$ cat src/rtl/inc_dec_pkg.sv
// rtl/inc_dec_pkg.sv - shared constants, parser state and opcode types for inc_dec_bank
//
// Contents:
//   ASC_*         ASCII bytes recognised by the command parser
//   state_t       parser FSM states
//   op_t          decoded command opcode
//   start_state() state reached when a byte is evaluated as the start of a command
package inc_dec_pkg;

    localparam logic [7:0] ASC_I = 8'h49;
    localparam logic [7:0] ASC_N = 8'h4E;
    localparam logic [7:0] ASC_C = 8'h43;
    localparam logic [7:0] ASC_D = 8'h44;
    localparam logic [7:0] ASC_E = 8'h45;
    localparam logic [7:0] ASC_L = 8'h4C;
    localparam logic [7:0] ASC_R = 8'h52;
    localparam logic [7:0] ASC_0 = 8'h30;
    localparam logic [7:0] ASC_9 = 8'h39;

    typedef enum logic [3:0] {
        IDLE,
        S_I,
        S_IN,
        S_D,
        S_DE,
        S_C,
        S_CL,
        W_INC,
        W_DEC,
        W_CLR
    } state_t;

    typedef enum logic [1:0] {
        OP_NONE,
        OP_INC,
        OP_DEC,
        OP_CLR
    } op_t;

    // Any byte that breaks a partial command is retried as a fresh start,
    // so "IINC0" still parses as INC0.
    function automatic state_t start_state(input logic [7:0] b);
        case (b)
            ASC_I:   return S_I;
            ASC_D:   return S_D;
            ASC_C:   return S_C;
            default: return IDLE;
        endcase
    endfunction

endpackage

$ cat src/rtl/inc_dec_parser.sv
// rtl/inc_dec_parser.sv - ASCII command parser FSM for inc_dec_bank
//
// Ports:
//   clk     clock, state advances on rising edge
//   rst_n   asynchronous active-low reset, forces IDLE
//   data    ASCII byte, considered only when valid=1
//   valid   byte qualifier
//   op      combinational opcode, non-OP_NONE on the cycle a valid in-range digit completes a command
//   ch      channel index carried by the digit byte (meaningful with op/bad)
//   bad     combinational strobe, a complete opcode was followed by a digit >= NCH
module inc_dec_parser
    import inc_dec_pkg::*;
#(
    parameter int NCH = 4
) (
    input  logic       clk,
    input  logic       rst_n,
    input  logic [7:0] data,
    input  logic       valid,
    output op_t        op,
    output logic [3:0] ch,
    output logic       bad
);

    state_t state_q;
    state_t state_d;
    logic   is_digit;
    logic   in_range;

    // ASCII '0'..'9' are 0x30..0x39, so the low nibble is the digit value.
    assign ch       = data[3:0];
    assign is_digit = (data >= ASC_0) && (data <= ASC_9);
    assign in_range = int'(data[3:0]) < NCH;

    always_ff @(posedge clk or negedge rst_n) begin
        if (!rst_n) begin
            state_q <= IDLE;
        end else begin
            state_q <= state_d;
        end
    end

    always_comb begin
        state_d = state_q;
        op      = OP_NONE;
        bad     = 1'b0;
        if (valid) begin
            // Default: the byte did not continue the command; retry it as a start byte.
            state_d = start_state(data);
            case (state_q)
                S_I:  if (data == ASC_N) state_d = S_IN;
                S_IN: if (data == ASC_C) state_d = W_INC;
                S_D:  if (data == ASC_E) state_d = S_DE;
                S_DE: if (data == ASC_C) state_d = W_DEC;
                S_C:  if (data == ASC_L) state_d = S_CL;
                S_CL: if (data == ASC_R) state_d = W_CLR;
                W_INC, W_DEC, W_CLR: begin
                    if (is_digit) begin
                        state_d = IDLE;
                        if (in_range) begin
                            case (state_q)
                                W_INC:   op = OP_INC;
                                W_DEC:   op = OP_DEC;
                                default: op = OP_CLR;
                            endcase
                        end else begin
                            bad = 1'b1;
                        end
                    end
                end
                default: ;
            endcase
        end
    end

endmodule

$ cat src/rtl/inc_dec_bank.sv
// rtl/inc_dec_bank.sv - bank of NCH up/down counters driven by ASCII INC/DEC/CLR commands
//
// Ports:
//   clk     clock, all state updates on rising edge
//   rst_n   asynchronous active-low reset
//   data    ASCII command byte
//   valid   byte accepted on a rising edge where valid=1
//   cnt     packed counters, channel k at [k*CNT_W +: CNT_W]
//   evt     one-cycle pulse, a command executed
//   evt_ch  channel of the last executed command, holds until the next evt
//   lim     one-cycle pulse, the executed command hit a counter limit
//   bad_ch  one-cycle pulse, a complete opcode was followed by a digit >= NCH
//
// Configuration:
//   INC_DEC_BANK_WRAP_EN  defined: counters wrap at the limits (lim pulses on wrap)
//                         undefined: counters saturate at the limits (lim pulses, value held)
module inc_dec_bank
    import inc_dec_pkg::*;
#(
    parameter int NCH   = 4,
    parameter int CNT_W = 16
) (
    input  logic                 clk,
    input  logic                 rst_n,
    input  logic [7:0]           data,
    input  logic                 valid,
    output logic [NCH*CNT_W-1:0] cnt,
    output logic                 evt,
    output logic [3:0]           evt_ch,
    output logic                 lim,
    output logic                 bad_ch
);

    op_t                           op;
    logic [3:0]                    ch;
    logic                          bad_s;
    logic [NCH-1:0][CNT_W-1:0]     cnt_q;
    logic [CNT_W-1:0]              cur;
    logic [CNT_W-1:0]              nxt;
    logic                          hit;

    inc_dec_parser #(
        .NCH (NCH)
    ) u_parser (
        .clk   (clk),
        .rst_n (rst_n),
        .data  (data),
        .valid (valid),
        .op    (op),
        .ch    (ch),
        .bad   (bad_s)
    );

    assign cnt = cnt_q;

    // Next value of the selected channel and whether it sits at a limit.
    always_comb begin
        cur = '0;
        for (int k = 0; k < NCH; k++) begin
            if (ch == 4'(k)) cur = cnt_q[k];
        end
        nxt = cur;
        hit = 1'b0;
        case (op)
            OP_INC: begin
                hit = &cur;
`ifdef INC_DEC_BANK_WRAP_EN
                nxt = cur + CNT_W'(1);
`else
                nxt = hit ? cur : cur + CNT_W'(1);
`endif
            end
            OP_DEC: begin
                hit = (cur == '0);
`ifdef INC_DEC_BANK_WRAP_EN
                nxt = cur - CNT_W'(1);
`else
                nxt = hit ? cur : cur - CNT_W'(1);
`endif
            end
            OP_CLR: begin
                nxt = '0;
            end
            default: ;
        endcase
    end

    always_ff @(posedge clk or negedge rst_n) begin
        if (!rst_n) begin
            cnt_q  <= '0;
            evt    <= 1'b0;
            evt_ch <= 4'd0;
            lim    <= 1'b0;
            bad_ch <= 1'b0;
        end else begin
            evt    <= 1'b0;
            lim    <= 1'b0;
            bad_ch <= bad_s;
            if (op != OP_NONE) begin
                evt    <= 1'b1;
                evt_ch <= ch;
                lim    <= hit;
                for (int k = 0; k < NCH; k++) begin
                    if (ch == 4'(k)) cnt_q[k] <= nxt;
                end
            end
        end
    end

endmodule

$ cat config.mk
export PLATFORM = sky130hd
export DESIGN_NAME = inc_dec_bank
export DESIGN_NICKNAME = d
export VERILOG_FILES = /design/src/rtl/inc_dec_pkg.sv /design/src/rtl/inc_dec_parser.sv /design/src/rtl/inc_dec_bank.sv
export SDC_FILE = /design/constraint.sdc
export NUM_CORES = 1
export LEC_CHECK = 0
export CORE_AREA = 10 10 107 109
export DETAILED_ROUTE_END_ITERATION = 6
export DIE_AREA = 0 0 117 119
export DONT_BUFFER_PORTS = 1
export PLACE_DENSITY = 0.75
export SLEW_MARGIN = 20
export SYNTH_ARGS = -nofsm -noshare
export SYNTH_HDL_FRONTEND = slang
export SYNTH_HIERARCHICAL = 1
export SYNTH_SLANG_ARGS = --single-unit
$ cat constraint.sdc
create_clock -name clk -period 3.1 [get_ports clk]
set_clock_uncertainty 0.2 [all_clocks]
set_input_delay 0.155 -clock clk [delete_from_list [all_inputs] [get_ports clk]]
set_output_delay 0.155 -clock clk [all_outputs]
set_load 0.02 [all_outputs]
==> results of run 1 <==
[per-layer routing]
metal  part of all wire  global-route usage
met1               0.40               0.288
met4              0.021              0.0742
met3              0.068              0.0658
met5                  0                   0
met2               0.51               0.394
[through the flow]
step / TNS, ns / cell area, um^2 / util / hold WS, ns / cells
final: 0 / 6490 / 0.686 / 0.0141 / 725
after global routing: -0.0820 / 6490 / 0.686 / 0.0327 / 725
after CTS: 0 / 6370 / 0.674 / 0.00723 / 721
after detailed placement: -1.49 / 5960 / 0.630 / -0.337 / 691
after global placement: -0.387 / 5960 / 0.630 / -0.337 / 691
after floorplan: -4.22 / 5130 / - / -0.341 / 492
[worst max-delay path, delay by kind of cell, from the launching register on]
| family | cells | cell delay [ns] |
|---|---|---|
| and+or+nand+nor | 4 | 1.20 |
| muxes | 2 | 0.53 |
| AOI/OAI and AO/OA | 2 | 0.45 |
| DFF | 1 | 0.36 |
| adders and majority gates | 1 | 0.14 |
| buffers and inverters | 1 | 0.08 |
[cells in the mapped netlist (4+ instances only)]
cell,instances
o22a_1,6
nand3_1,11
a211oi_1,4
nand2_1,34
dfrtp_1,75
a21oi_1,21
nor4_1,8
mux2_2,49
clkbuf_1,18
o22ai_1,13
a31oi_1,4
mux2i_1,22
nand4_1,8
o21ai_0,27
inv_1,12
xor2_1,5
mux4_2,10
nor2_1,36
nor3_1,11
ha_1,6
buf_6,4
buf_4,6
or3_1,8
a22oi_1,4
xnor2_1,5
buf_2,10
[state kept, by name, indices dropped and copies added, names as in the netlist]
| name | count |
|---|---|
| evt | 1 |
| u_parser/state_q | 4 |
| evt_ch | 4 |
| bad_ch | 1 |
| cnt | 64 |
| lim | 1 |
[layout make-up]
type                    count  area [um^2]  area share
well taps                 114          143      0.0220
repair buffers            141         1140       0.175
clock inverters             4         97.6      0.0150
clock buffers              12          145      0.0224
inverters                  13         51.3     0.00790
multi-input cells         366         3040       0.468
flip-flops and latches     75         1880       0.289
[path summary, 6_finish.rpt]
path                              start                  end  cells after the start
worst max-delay path            cnt[48]              cnt[39]                     10
worst min-delay path            data[3]  u_parser/state_q[0]                      4
max in group asynchronous         rst_n               bad_ch                      2
worst min register to register   cnt[2]               cnt[2]                      1
min in group asynchronous         rst_n              cnt[19]                      2
worst max register to register  cnt[48]              cnt[39]                     10
[timing repair]
item                       in CTS  in global routing
hold buffers                   12                  0
hold endpoints to repair       89                  0
pin swaps                       2                 11
setup endpoints to repair      20                 52
resized for setup               6                 16
setup buffers                   2                  4
cloned                          0                  0
[cell usage in the layout, fill, tap and decap left out, types with 5 or more instances in the layout]
cell	instances
mux4_2	10
o21ai_0	26
or3_1	7
dlygate4sd3_1	11
inv_1	10
nor3_1	11
nand3_1	9
mux2_4	5
nand2_1	33
o22a_1	6
mux2i_1	21
xor2_1	5
nor2_1	34
a21oi_1	19
dfrtp_1	75
mux2_2	45
clkbuf_8	10
o22ai_1	9
buf_4	125
xnor2_1	5
nand4_1	8
[where the power goes]
part           internal (mW)  total (mW)  switching, mW
Sequential             0.979       0.980        0.00118
Combinational         0.0434      0.0984         0.0550
Clock                  0.558       0.935          0.378
Total                   1.58        2.01          0.434
[logic make-up after synthesis]
logic type / after synthesis / share of synthesized area
AO/OA/AOI/OAI: 112 / 0.156
XOR/XNOR: 10 / 0.0176
AND/OR/NAND/NOR: 155 / 0.179
adder cells (fa/ha/maj): 6 / 0.0151
flip-flops: 75 / 0.376
buffers and inverters: 51 / 0.0514
multiplexers: 83 / 0.204
==> flow_summary.yaml, run 1 <==
outcome:
  run_status: "finished clean"
cells_and_area:
  num_antenna_cells: 0
  drive_gt1_frac: 0.408
  fill_cells: 763
  area_growth_pct: 30.2
  fin_nets: 623
clock_tree:
  cts_max_level: 3
  cts_buffer_depth: 2
  cts_tree: "built"
  clkSinkCount: 75
  clock_latency_ns: 0.36
  ctsRootBufferMaster: "clkbuf_8"
  clk_pin_slew_worst_paths_ns: 0.08
  cts_buffers: 9
yosys:
  synth_async_sr_flop_share: 1.00
  ys.flop_type: "dfrtp_1"
  yosys-top-cells-area: "dfrtp_1, mux2_2, mux4_2"
  ys.warnings.count: 6
  postSynthCellCount: 492
  yosys.area.top_type_share: 0.376
  synth.distinct_cells: 78
  ys_seq_elements: 75
  synth_edf_count: 0
  synthesis.area_um2: 4990
  syn_avg_cell_area_um2: 10.1
  synth-seq-area-share: 0.376
  yosysTopAreaCell: "dfrtp_1"
  syn_nets: 509
die:
  core_um2: 9460
  start_util: 0.527
  dieHeight_um: 119
  die_area_um2: 13900
  ios: 82
  die_x_um: 117
  core.rowCount: 36
timing:
  finalCritPeriodShare: 0.978
  slew_headroom: 0.633
  setup_ws_ns: 0.0669
  hold_viol_final: 0
  fmax_mhz: 330
  tightestPinTransition_ns: 0.549
  fin_crit_ns: 3.03
  finalMaxSlewViolations: 0
  setup_violations: 0
routing:
  drc: 0
  vias_per_cell: 6.22
  postRouteAntennaNets: 0
  dr_total_vias: 4512
  wirelength_mm: 16.2
  initialDrtViolationCount: 300
  wl_per_cell_um: 22.4
  first_pass_iters: 5
job:
  cap_violations: 0
hold_path:
  min_path_type: "input pin to flip-flop"
setup_path:
  start_kind: "flip-flop"
  critical_path_class: "flip-flop to flip-flop"
  slowest_delay_ns: 0.59
  crit_fanout: 6
  critPathSlowestCell: "or4b_4"
  reg2reg_setup_slack_ns: 0.07
  critPathCaptureType: "flip-flop"
  critPathArrivalTime_ns: 3.13
  required_ns: 3.20
  cp_cell_sequence: "mux4_2 > nand2_4 > inv_4 > ha_4 > nand3_4 > or4_4 > or4b_4 > a211o_1 > o211ai_1 > mux2_2"
global_routing:
  grt_usage: 0.237
  overflow: 0
  antenna_found_initial: 0
  first_global_vias: 4635
  grt_max_degree: 76
  grt_pass1_wl_mm: 25.7
pwr:
  p_leak_nw: 2.93
  p_per_area_nw_per_um2: 310
  vdd.ir_drop.worst_mv: 0.246
  power.total_mw: 2.01
placed_design:
  io_buffer_count: 0
  gp_congestion: 0.966
  dp_slack_ns: -0.132
  hpwl_mm: 12.0
(Power assumes the default switching activity.)
==> run 2: changes to the inputs <==
--- a/config.mk
+++ b/config.mk
@@ -5,11 +5,13 @@
 export SDC_FILE = /design/constraint.sdc
 export NUM_CORES = 1
 export LEC_CHECK = 0
-export CORE_AREA = 10 10 107 109
+export ABC_AREA = 1
+export CORE_AREA = 10 10 115 117
 export DETAILED_ROUTE_END_ITERATION = 6
-export DIE_AREA = 0 0 117 119
+export DIE_AREA = 0 0 125 127
 export DONT_BUFFER_PORTS = 1
-export PLACE_DENSITY = 0.75
+export PLACE_DENSITY = 0.73
+export RECOVER_POWER = 100
 export SLEW_MARGIN = 20
 export SYNTH_ARGS = -nofsm -noshare
 export SYNTH_HDL_FRONTEND = slang
==> constraint.sdc (replaced) <==
create_clock -name clk -period 3.9 [get_ports clk]
set_clock_uncertainty 0.2 [all_clocks]
set_input_delay 0.195 -clock clk [delete_from_list [all_inputs] [get_ports clk]]
set_output_delay 0.195 -clock clk [all_outputs]
set_load 0.02 [all_outputs]
==> run 2 against run 1 <==
  * The run now ends with capacitance limit, slew limit left
  * Routed wire length grew 10%
  * Hold slack better by 0.044 ns
  * Sequential share of layout area rose by 1.3 points
  * Global-route usage shrank 1.6 points
  * Non-clock buffer count decreased by 124
  * Area after synthesis grew 17%
  * Final area fell by 4.2%
  * Largest power group is now the clock network
==> flow_summary.yaml, run 2 <==
routing:
  wl_per_cell_um: 17.7
  first_pass_iters: 6
  drc: 0
  wirelength_mm: 17.9
  dr_total_vias: 5582
  postRouteAntennaNets: 0
  vias_per_cell: 5.51
  initialDrtViolationCount: 519
yosys:
  synth_async_sr_flop_share: 1.00
  yosys-top-cells-area: "dfrtp_1, nand2_1, nand3_1"
  yosys.area.top_type_share: 0.321
  ys_seq_elements: 75
  synth_most_common_cell: "nand2_1"
  yosysTopAreaCell: "dfrtp_1"
  synth_common_cells: "nand2_1, nand3_1, inv_1, nor2_1, dfrtp_1"
  postSynthCellCount: 868
  synth-seq-area-share: 0.321
  syn_avg_cell_area_um2: 6.74
  ys.flop_type: "dfrtp_1"
  synth_edf_count: 0
  synth.distinct_cells: 33
  syn_nets: 885
  ys.warnings.count: 6
  synthesis.area_um2: 5850
cells_and_area:
  drive_gt1_frac: 0.162
  area_growth_pct: 6.31
  largest_reg_flops: 64
  num_antenna_cells: 0
  fin_nets: 882
  final_cells: 1013
  final_cell_mix: "nand2_1, nand3_1, inv_1, nor2_1, dfrtp_1"
  utilization: 0.559
  layout_commonest_cell: "nand2_1"
  fill_cells: 1094
placed_design:
  place_inst: 989
  dp_slack_ns: 0.598
  gp_congestion: 1.01
  io_buffer_count: 0
  hpwl_mm: 13.4
outcome:
  run_status: "finished with violations"
  violations: "capacitance limit, slew limit"
global_routing:
  grt_usage: 0.220
  grt_pass1_wl_mm: 28.3
  grt_max_degree: 76
  overflow: 0
  first_global_vias: 5108
  antenna_found_initial: 0
clock_tree:
  cts_buffers: 9
  cts.hold.buffers_added: 8
  clkSinkCount: 75
  cts_tree: "built"
  cts_buffer_depth: 2
  ctsRootBufferMaster: "clkbuf_16"
  clock_latency_ns: 0.35
  clk_pin_slew_worst_paths_ns: 0.06
  post-cts-setup-buffers: 0
  cts_max_level: 3
  cts_resized: 0
setup_path:
  slowest_delay_ns: 0.74
  required_ns: 3.98
  critical_path_class: "input pin to flip-flop"
  cp_cell_sequence: "dlygate4sd3_1 > inv_1 > nor2_2 > nand3_1 > o21ai_0 > inv_1 > nand2_4 > ha_1 > nand3_2 > nor3_2 > nand2_4 > nand2_1 > nand2_1 > nand2_1 > nand2_1 > nand2_1"
  cp_top_family: "simple AND/OR/NAND/NOR gates"
  crit_fanout: 19
  critPathCaptureType: "flip-flop"
  crit_top_cell: "nand2_1"
  start_kind: "input pin"
  critPathArrivalTime_ns: 3.69
  critPathSlowestCell: "nor2_2"
  critPathBufInv: 3
timing:
  slew_headroom: -0.238
  fmax_mhz: 277
  finalMaxSlewViolations: 76
  tightestPinTransition_ns: 1.86
  fin_crit_ns: 3.62
  rsz0062_at_grt: "no"
  finalCritPeriodShare: 0.927
  setup_ws_ns: 0.285
  hold_viol_final: 0
  setup_violations: 0
  finalSetupTns_ns: 0
pwr:
  vdd.ir_drop.worst_mv: 0.167
  p_per_area_nw_per_um2: 287
  p_leak_nw: 3.39
  power.total_mw: 1.79
die:
  core_um2: 11100
  core.rowCount: 39
  die_area_um2: 15900
  dieHeight_um: 127
  ios: 82
  start_util: 0.526
  die_x_um: 125
job:
  cap_violations: 1
hold_path:
  min_path_type: "input pin to flip-flop"
run 2: cell types whose count changed after synthesis, sizes merged, moves of 10 or more:
cell    change
clkbuf     -12
inv       +108
mux2       -51
mux2i      -22
mux4       -10
nand2     +193
nand3     +139
nand4      +28
nor2       +75
o22ai      -14
or2        +44
run 2: area by class of cell:
cell class	count	area (um^2)	area share
multi-input combinational	639	3270	0.525
sequential	75	1880	0.302
inverter	123	462	0.0742
clock buffer	9	225	0.0362
tap	143	179	0.0288
timing repair buffer	17	135	0.0217
clock inverter	7	76.3	0.0123
run 2: where the power goes:
group	switching, mW	internal, mW	total [mW]
logic	0.118	0.0388	0.157
clock network	0.354	0.499	0.853
registers	0.000306	0.778	0.778
total	0.473	1.32	1.79
run 2: kinds of logic (layout without fill, tap and decap cells):
family | count (synthesis) | after routing | synth area share
AND/OR/NAND/NOR | 573 | 573 | 0.492
adder cells (fa/ha/maj) | 6 | 6 | 0.0128
buffers and inverters | 154 | 156 | 0.112
AO/OA/AOI/OAI | 54 | 54 | 0.0539
flip-flops | 75 | 75 | 0.321
XOR/XNOR | 6 | 6 | 0.00898
run 2: stage by stage:
step | instance area [um^2] | hold slack [ns]
6_report | 6220 | 0.0581
5_1_grt | 6220 | 0.0812
4_1_cts | 6310 | 0.0432
3_5_place_dp | 5910 | -0.297
3_3_place_gp | 5910 | -0.297
2_1_floorplan | 5850 | -0.301
run 2: worst reg2reg max path: cells and delay by family (launching register included):
kind / cells / cell delay, ns
simple gates: 7 / 0.78
buf+inv: 6 / 1.34
fa+ha+maj: 1 / 0.31
flops: 1 / 0.42
compound gates: 2 / 0.30
run 2: routing by layer:
metal / share of wire / global-route usage / vias up
li1: - / - / 2759
met1: 0.40 / 0.269 / 2532
met2: 0.48 / 0.356 / 255
met3: 0.097 / 0.0645 / 36
met4: 0.032 / 0.0942 / 0
met5: 0 / 0 / -
run 2: final timing paths:
| check | from | endpoint | slack [ns] | cells past startpoint |
|---|---|---|---|---|
| max | data[1] | cnt[63] | 0.28 | 16 |
| min | data[4] | u_parser/state_q[3] | 0.06 | 4 |
| max reg2reg | u_parser/state_q[2] | cnt[46] | 0.48 | 16 |
| min reg2reg | u_parser/state_q[2] | u_parser/state_q[2] | 0.37 | 2 |
| max in group asynchronous | rst_n | cnt[59] | 1.68 | 2 |
| min in group asynchronous | rst_n | cnt[3] | 0.72 | 2 |
==> run 3: changes to the inputs <==
--- a/config.mk
+++ b/config.mk
@@ -10,7 +10,7 @@
 export DETAILED_ROUTE_END_ITERATION = 6
 export DIE_AREA = 0 0 125 127
 export DONT_BUFFER_PORTS = 1
-export PLACE_DENSITY = 0.73
+export PLACE_DENSITY = 0.76
 export RECOVER_POWER = 100
 export SLEW_MARGIN = 20
 export SYNTH_ARGS = -nofsm -noshare
==> constraint.sdc (replaced) <==
create_clock -name clk -period 3.1 [get_ports clk]
set_clock_uncertainty 0.2 [all_clocks]
set_input_delay 0.155 -clock clk [delete_from_list [all_inputs] [get_ports clk]]
set_output_delay 0.155 -clock clk [all_outputs]
set_load 0.02 [all_outputs]
==> run 3 against run 2 <==
  * The flow still finishes with violations (capacitance limit, slew limit)
  * Via count grew 0.73%
  * Register-to-register slack worse by 0.21 ns
  * Sequential share of layout area fell by 0.58 points
  * Critical path depth shrank 2
  * Clock power up 15%
  * Non-clock buffer count grew 9
  * Global-route usage is essentially flat
  * Critical path type is now flip-flop to flip-flop
  * Largest power group is now registers
==> flow_summary.yaml, run 3 (same netlist as run 2, synthesis figures left out) <==
outcome:
  run_status: "finished with violations"
  violations: "capacitance limit, slew limit"
setup_path:
  critPathBufInv: 1
  crit_top_cell: "nand2_1"
  cp_cell_sequence: "nor2_2 > nand2_1 > nand2_1 > nand2_1 > nor2_1 > nand2_1 > a31oi_1 > ha_1 > inv_1 > a21oi_1 > nand2_1 > nand3_1 > nor2_1 > nor2_1"
  critPathArrivalTime_ns: 2.91
  critPathSlowestCell: "ha_1"
  required_ns: 3.18
  r2r_start: "u_parser/state_q[3]"
  start_kind: "flip-flop"
  cp-startpoint: "u_parser/state_q[3]"
  critical_path_class: "flip-flop to flip-flop"
  slowest_delay_ns: 0.59
  cp_top_family: "simple AND/OR/NAND/NOR gates"
  crit_fanout: 12
  critPathCaptureType: "flip-flop"
timing:
  tightestPinTransition_ns: 1.90
  setup_violations: 0
  finalSetupTns_ns: 0
  fin_crit_ns: 2.83
  setup_ws_ns: 0.272
  rsz0062_at_grt: "no"
  hold_viol_final: 0
  finalMaxSlewViolations: 76
  finalCritPeriodShare: 0.912
  fmax_mhz: 354
  slew_headroom: -0.265
die:
  start_util: 0.526
  core.rowCount: 39
  core_um2: 11100
  die_x_um: 125
  dieHeight_um: 127
  die_area_um2: 15900
  ios: 82
hold_path:
  min_from: "data[6]"
  min_path_type: "input pin to flip-flop"
routing:
  first_pass_iters: 5
  met2_length_mm: 8.66
  drt-met1-wl_mm: 7.43
  routed-wl-met3_mm: 1.39
  drc: 0
  initialDrtViolationCount: 506
  wl_per_cell_um: 17.5
  wirelength_mm: 17.8
  dr_total_vias: 5623
  postRouteAntennaNets: 0
  highest_layer: "met4"
  vias_per_cell: 5.51
global_routing:
  grt_usage: 0.220
  first_global_vias: 5255
  antenna_found_initial: 0
  grt_max_degree: 76
  overflow: 0
  grt_pass1_wl_mm: 28.7
cells_and_area:
  area_growth_pct: 8.40
  largest_reg_flops: 64
  regArea_um2: 1880
  fin_nets: 891
  num_antenna_cells: 0
  final_cells: 1020
  final_cell_mix: "nand2_1, nand3_1, inv_1, nor2_1, dfrtp_1"
  fill_cells: 1088
  multiInputGateArea_um2: 3300
  drive_gt1_frac: 0.176
  layout_commonest_cell: "nand2_1"
placed_design:
  hpwl_mm: 13.4
  io_buffer_count: 0
  gp_congestion: 1.00
  place_inst: 997
  dp_slack_ns: 0.257
clock_tree:
  cts_tree: "built"
  post-cts-setup-buffers: 0
  cts_buffers: 9
  cts_max_level: 3
  clkSinkCount: 75
  clock_latency_ns: 0.35
  clk_pin_slew_worst_paths_ns: 0.05
  ctsRootBufferMaster: "clkbuf_16"
  cts_buffer_depth: 2
pwr:
  vdd.ir_drop.worst_mv: 0.220
  p_per_area_nw_per_um2: 341
  p_leak_nw: 3.47
job:
  cap_violations: 1
[run 3: metrics by stage]
stage	hold WS (ns)	power, mW	util	cell area [um^2]
after floorplan	-0.341	1.14	-	5850
after global placement	-0.338	1.17	0.540	6010
after detailed placement	-0.338	1.17	0.540	6010
after CTS	0.00649	2.18	0.574	6380
after global routing	0.0267	2.24	0.570	6340
final	0.0116	2.16	0.570	6340
[run 3: worst register-to-register path: stages, from the launching register on]
cell     delay [ns]
dfrtp_1        0.45
nor2_2         0.17
nand2_1        0.06
nand2_1        0.07
nand2_1        0.07
nor2_1         0.09
nand2_1        0.07
a31oi_1        0.22
ha_1           0.59
inv_1          0.21
a21oi_1        0.16
nand2_1        0.07
nand3_1        0.17
nor2_1         0.06
nor2_1         0.10
[run 3: path summary, 6_finish.rpt]
path,end,slack (ns),cells after the start
hold reg to reg,u_parser/state_q[2],0.37,2
setup reg to reg,cnt[10],0.27,14
min in group asynchronous,cnt[63],0.70,2
max in group asynchronous,cnt[60],0.88,2
setup / recovery,cnt[10],0.27,14
hold / removal,u_parser/state_q[3],0.01,4
[run 3: cell type report]
cell class	count	share of cell area
multi-input cells	639	0.520
flip-flops and latches	75	0.296
repair buffers	26	0.0406
clock buffers	12	0.0404
well taps	143	0.0282
clock inverters	2	0.00197
inverters	123	0.0728
[run 3: report_power, final]
group	switching, mW	internal (mW)	total [mW]	leakage (nW)
combinational	0.150	0.0541	0.204	2.35
clock	0.405	0.575	0.980	0.131
sequential	0.000354	0.980	0.980	0.986
total	0.556	1.61	2.16	3.47
[run 3: timing repair]
item / in CTS / in global routing
hold buffers: 9 / 0
setup endpoints to repair: 0 / 21
hold endpoints to repair: 85 / 0
resized for setup: 0 / 4
[run 3: per-layer routing]
layer  vias up  track usage
met5         -            0
li1       2778            -
met2       203        0.368
met1      2617        0.275
met4         0       0.0738
met3        25       0.0492
